==> config.mk <==
export PLATFORM = sky130hd
export DESIGN_NAME = bit_serializer
export DESIGN_NICKNAME = d
export VERILOG_FILES = /design/src/rtl/bit_serializer.sv
export SDC_FILE = /design/constraint.sdc
export NUM_CORES = 1
export LEC_CHECK = 0
export CORE_MARGIN = 5
export CORE_UTILIZATION = 53
export CTS_CLUSTER_SIZE = 10
export DETAILED_ROUTE_END_ITERATION = 10
export PLACE_DENSITY_LB_ADDON = 0.25
export SLEW_MARGIN = 30
export SYNTH_ARGS = -nofsm -noshare
export SYNTH_HDL_FRONTEND = slang
export SYNTH_SLANG_ARGS = --single-unit
==> constraint.sdc <==
create_clock -name clk -period 2.3 [get_ports clk]
set_input_delay 0.345 -clock clk [delete_from_list [all_inputs] [get_ports clk]]
set_output_delay 0.345 -clock clk [all_outputs]
set_load 0.01 [all_outputs]
==> src/rtl/bit_serializer.sv <==
// Parallel-to-serial converter with a one-word pending buffer so consecutive
// words stream with no idle cycle; dout is forced low whenever no word is shifting.
module bit_serializer #(
    parameter int WIDTH = 8,
    parameter int CNT_W = 16
) (
    input  logic             clk,
    input  logic             rst,
    input  logic [WIDTH-1:0] din_data,
    input  logic             din_valid,
    output logic             din_ready,
    input  logic             msb_first,
    output logic             dout,
    output logic             dout_valid,
    output logic             busy,
    output logic [CNT_W-1:0] words_sent
);

    localparam int CW = (WIDTH > 2) ? $clog2(WIDTH) : 1;

    typedef enum logic {IDLE, SHIFT} state_t;

    state_t           state_q;
    logic [CW-1:0]    cnt_q;
    logic             dout_q;
    logic             dout_valid_q;
    logic             pend_valid_q;
    logic [CNT_W-1:0] words_q;
    logic [WIDTH-1:0] sh_q;
    logic             ord_q;
    logic [WIDTH-1:0] pend_q;
    logic             pend_ord_q;

    logic             accept;
    logic             final_bit;
    logic             shift_en;
    logic             load_en;
    logic             pend_wr;
    logic [WIDTH-1:0] word_d;
    logic             ord_d;

    function automatic logic first_bit(input logic [WIDTH-1:0] w, input logic o);
        return o ? w[WIDTH-1] : w[0];
    endfunction

    // Remaining bits stay aligned so the next bit is always at the same end.
    function automatic logic [WIDTH-1:0] shift_out(input logic [WIDTH-1:0] w, input logic o);
        return o ? (w << 1) : (w >> 1);
    endfunction

    always_comb begin
        accept    = din_valid && !pend_valid_q;
        final_bit = (state_q == SHIFT) && (cnt_q == '0);
        shift_en  = (state_q == SHIFT) && (cnt_q != '0);
        pend_wr   = shift_en && accept;
        load_en   = ((state_q == IDLE) && accept) ||
                    (final_bit && (pend_valid_q || accept));
        // A pending word always wins over a fresh one on the final-bit edge.
        word_d    = pend_valid_q ? pend_q : din_data;
        ord_d     = pend_valid_q ? pend_ord_q : msb_first;
    end

    always_ff @(posedge clk or negedge rst) begin
        if (!rst) begin
            state_q      <= IDLE;
            cnt_q        <= '0;
            dout_q       <= 1'b0;
            dout_valid_q <= 1'b0;
            pend_valid_q <= 1'b0;
            words_q      <= '0;
        end else begin
            if (final_bit) begin
                words_q <= words_q + CNT_W'(1);
            end
            if (load_en) begin
                state_q      <= SHIFT;
                dout_q       <= first_bit(word_d, ord_d);
                dout_valid_q <= 1'b1;
                cnt_q        <= CW'(WIDTH - 1);
                pend_valid_q <= 1'b0;
            end else if (shift_en) begin
                dout_q <= first_bit(sh_q, ord_q);
                cnt_q  <= cnt_q - CW'(1);
                if (pend_wr) begin
                    pend_valid_q <= 1'b1;
                end
            end else if (final_bit) begin
                state_q      <= IDLE;
                dout_q       <= 1'b0;
                dout_valid_q <= 1'b0;
            end
        end
    end

    // Word storage carries no reset: it is only observed through the control path.
    always_ff @(posedge clk) begin
        if (load_en) begin
            sh_q  <= shift_out(word_d, ord_d);
            ord_q <= ord_d;
        end else if (shift_en) begin
            sh_q <= shift_out(sh_q, ord_q);
        end
        if (pend_wr) begin
            pend_q     <= din_data;
            pend_ord_q <= msb_first;
        end
    end

    assign din_ready  = !pend_valid_q;
    assign dout       = dout_q;
    assign dout_valid = dout_valid_q;
    assign busy       = dout_valid_q;
    assign words_sent = words_q;

endmodule

== Word-level counts from Yosys, hierarchy flattened ==
Cells that the tools add are included.
Word-level totals
  register bits: 40
  input bits: 12
  output and inout port bits: 20
  logic and storage cells: 48
Cells by class
  add/sub/neg operators: 2
  equal/unequal tests: 1
  muxes and demuxes: 18
  bitwise operators: 1
  reduce and logical (&&, ||, !) cells: 17
Operators with widths (count)
  $mux 8: 5
  $add 16x1->16 const B: 1
  $mux 1: 11
  $logic_and 1x1->1: 6
  $mux 3: 2
  $reduce_bool 2->1: 3
  $reduce_bool 3->1: 2
  $reduce_and 2->1: 2
  $logic_not 3->1: 1
  $sub 3x1->3 const B: 1
  $logic_or 1x1->1: 2
  $ne 2x1->1 const B: 1
  $logic_not 1->1: 1
  $not 1->1: 1

== Longest topological paths before layout ==
  word-level depth: 7
  mapped depth: 8
  gate-level depth less buffers: 8

== Worst setup path before layout ==
Ideal clock, no wire load.
  path type: register to register
  start: register cnt_q[0]
  end: register pend_ord_q (enable)
  library setup time: 0.387 ns
  arrival time: 1.578 ns
  required time: 1.913 ns
  setup slack: 0.335 ns
  cell stages (with the launch flop): 5
  path buffers: 0
  clock period less this slack: 1.965 ns
  path through: dfrtp_1 inv_1 ha_1 ha_1 nor3_1
Between the ends
  word-level cells in the longest chain between the ends: 3
RTL lines
  start: declaration: line 24  | logic [CW-1:0] cnt_q;
  start signal: assignment: line 79  | cnt_q <= CW'(WIDTH - 1);
  start signal: assignment: line 83  | cnt_q <= cnt_q - CW'(1);
  $reduce_bool 3->1: line 54  | shift_en = (state_q == SHIFT) && (cnt_q != '0);
  $logic_and 1x1->1: line 54
  $logic_and 1x1->1: line 55  | pend_wr = shift_en && accept;
  net pend_wr: line 38  | logic pend_wr;
  end signal: assignment: line 105  | pend_ord_q <= msb_first;
  end: declaration: line 32  | logic pend_ord_q;
The timed path passes the listed nets, and every way through them passes these cells.
A chain may end at the register's enable or synchronous reset.

== Final worst setup path ==
  start: register cnt_q[0]
  end: register words_q[12] (netlist: words_sent[12])
Between the ends
  word-level cells in the longest chain between the ends: 2
RTL lines
  $logic_not 3->1: line 53  | final_bit = (state_q == SHIFT) && (cnt_q == '0);
  $logic_and 1x1->1: line 53
  end signal: assignment: line 73  | words_q <= words_q + CNT_W'(1);
  end: declaration: line 28  | logic [CNT_W-1:0] words_q;
Every way passes these cells.

==> qor.yml <==
synthesis:
  synth.most_common_cell: "dfrtp_1"
  ys_seq_elements: 40
  ys_top_cells_by_area: "dfrtp_1 (27%), edfxtp_1 (27%), mux2i_1 (9.8%), xor2_1 (3.4%), nand2_1 (3.1%)"
  syn_avg_cell_area_sq_um: 12.1
  synth_edf_count: 18
  syn_inst: 169
  ys_warn_count: 0
  synth_common_cells: "dfrtp_1 (22), mux2i_1 (20), edfxtp_1 (18)"
  synth_flop_cell: "dfrtp_1"
  syn_nets: 184
  synth_async_sr_flop_share: 0.550
  synth_area_sq_um: 2040
  synth_top_area_frac: 0.270
  synth_area_leader_cell: "dfrtp_1"
  ys_seq_area_frac: 0.535
  synth_cell_types: 36
finish:
  layout.area.seq_sq_um: 1090
  filler_cell_count: 288
  syn_to_final_growth_pct: 23.1
  multi_input_area_sq_um: 871
  antennaDiodeCount: 0
  finalNetCount: 223
  drive_above_1_share: 0.129
  final_util: 0.680
clock_network:
  cts_buffer_depth: 2
  clk_latency_ns: 0.29
  htreeDepth: 2
  ctsHoldBuffers: 0
  clock_sinks: 40
  path_clk_slew_ns: 0.08
  cts_root_buf: "clkbuf_8"
  cts_buffers: 5
  cts_tree: "yes"
timing:
  worst_pin_slew_ns: 0.469
  worst_hold_slack_ns: 0.396
  setup_violations: 0
  slew_headroom: 0.685
  post-route-period-util: 0.903
  fin_tns_setup_ns: 0
  slew_viol_final: 0
  min_period_ns: 2.08
  rsz0062_at_grt: "false"
  max_freq_ghz: 0.481
  hold_violations: 0
  worst_slack_ns: 0.222
  finClkSkew_ns: 0.00894
setup_path:
  path_cells: "inv_1 > ha_1 > ha_1 > buf_4 > nand3_2 > nor4_1 > nand2_1 > xnor2_1"
  crit_type: "flop to flop"
  critPathLaunch: "cnt_q[0]"
  critical_path.top_delay_family: "simple AND/OR/NAND/NOR gates"
  crit_path_end_kind: "flop"
  slowest_stage: "nor4_1"
  worstSetupPathDepth: 8
  worst-r2r-cell-count: 8
  critPathRequiredTime_ns: 2.49
  cp.arrival_ns: 2.27
  cp_max_fo: 6
  crit_top_cell: "ha_1"
  r2r_end: "words_sent[12]"
  crit_path_end: "words_sent[12]"
  reg2reg_from: "cnt_q[0]"
  cp_num_buf_inv: 2
  cp-start-kind: "flop"
  rrSetupSlack_ns: 0.22
  cpPeakStageDelay_ns: 0.50
route:
  via_per_inst: 5.38
  drtIter0Drc: 73
  wl_um: 4080
  first_pass_iters: 4
  routedWlPerCell_um: 15.9
  num_vias: 1382
  drc: 0
  ant_nets: 0
die:
  io_pins: 32
  core_area_sq_um: 3690
  std_cell_rows: 22
  dieArea_sq_um: 5190
  die_h_um: 72.0
  start_util: 0.553
  die_w_um: 72.0
worst_hold_path:
  worst_hold_path_type: "input pin to asynchronous set/reset pin"
status:
  outcome: "finished clean"
place:
  gp_congestion: 0.845
  place_ws_ns: 0.193
  place_hpwl_um: 3070
  io_buffer_count: 31
grt:
  grt_max_degree: 23
  grt_remaining_overflow: 0
  grt_pass1_vias: 1421
  antenna_found_initial: 0
  grt_first_pass_wirelength_um: 6930
  track_usage: 0.173
power:
  power_density_nw_per_um2: 998
  fin_total_pwr_mw: 2.51
  p_leak_nw: 1.11
  peakVddDrop_v: 0.000589
run:
  cap_violations: 0
## area by class of cell
cell class	count	share of cell area
timing repair buffer	39	0.148
clock inverter	3	0.00748
multi-input combinational	114	0.347
inverter	8	0.0120
clock buffer	5	0.0274
tap	48	0.0239
sequential	40	0.435
## where the power goes
| part | switching, mW | leakage [nW] | internal [mW] |
|---|---|---|---|
| clock network | 0.243 | 0.0479 | 0.211 |
| registers | 0.172 | 0.460 | 0.989 |
| logic | 0.454 | 0.602 | 0.437 |
| total | 0.868 | 1.11 | 1.64 |
## per-layer routing
metal	up-vias	track usage	routed length, um
li1	683	-	-
met4	0	0.0501	41
met5	-	0	0
met1	660	0.232	1840
met3	4	0.0429	208
met2	35	0.281	1990
## per-stage QoR
stage / cells / cell area [sq um]
3_5_place_dp: 249 / 2420
6_report: 257 / 2510
4_1_cts: 257 / 2510
5_1_grt: 257 / 2510
3_3_place_gp: 249 / 2420
2_1_floorplan: 169 / 2040
## cell families (layout without fill, tap and decap cells)
family,count (synthesis),after routing,synth area share
AND/OR/NAND/NOR,53,53,0.148
multiplexers,22,22,0.109
buffers and inverters,15,55,0.0386
flip-flops,40,40,0.535
adder cells (fa/ha/maj),3,3,0.0184
AO/OA/AOI/OAI,21,21,0.0859
XOR/XNOR,15,15,0.0644
## worst min path at each step
stage | from | to | cells after the start
5_1_grt | rst | words_sent[15] | 2
3_5_place_dp | words_sent[15] | words_sent[15] | 1
4_1_cts | rst | words_sent[14] | 2
3_3_place_gp | cnt_q[0] | cnt_q[0] | 1
2_1_floorplan | rst | busy | 0
6_report | rst | words_sent[14] | 2
## registers in the layout (all words and copies together), names as in the netlist
signal / count
pend_q: 8
dout: 1
busy: 1
sh_q: 8
ord_q: 1
pend_ord_q: 1
pend_valid_q: 1
cnt_q: 3
words_sent: 16
## layout by cell type (no fill, tap or decap), drive strengths merged, types with 2 or more instances in the layout
master,n
xor2,8
nor3,3
nor2b,5
ha,3
a221oi,3
a21oi,6
nor4,2
xnor2,7
inv,6
clkbuf,5
mux2i,20
o31ai,2
clkdlybuf4s50,31
mux2,2
clkinv,5
nand3,10
edfxtp,18
and3,2
o21ai,5
nand2,17
nand4,2
buf,8
a2111oi,3
dfrtp,22
nor2,10
## timing repair
action                                  CTS  global route
endpoints found under the setup margin    0             3
setup buffers                             0             0
gates resized for setup                   0             1
Power figures use the tool's default switching activity.
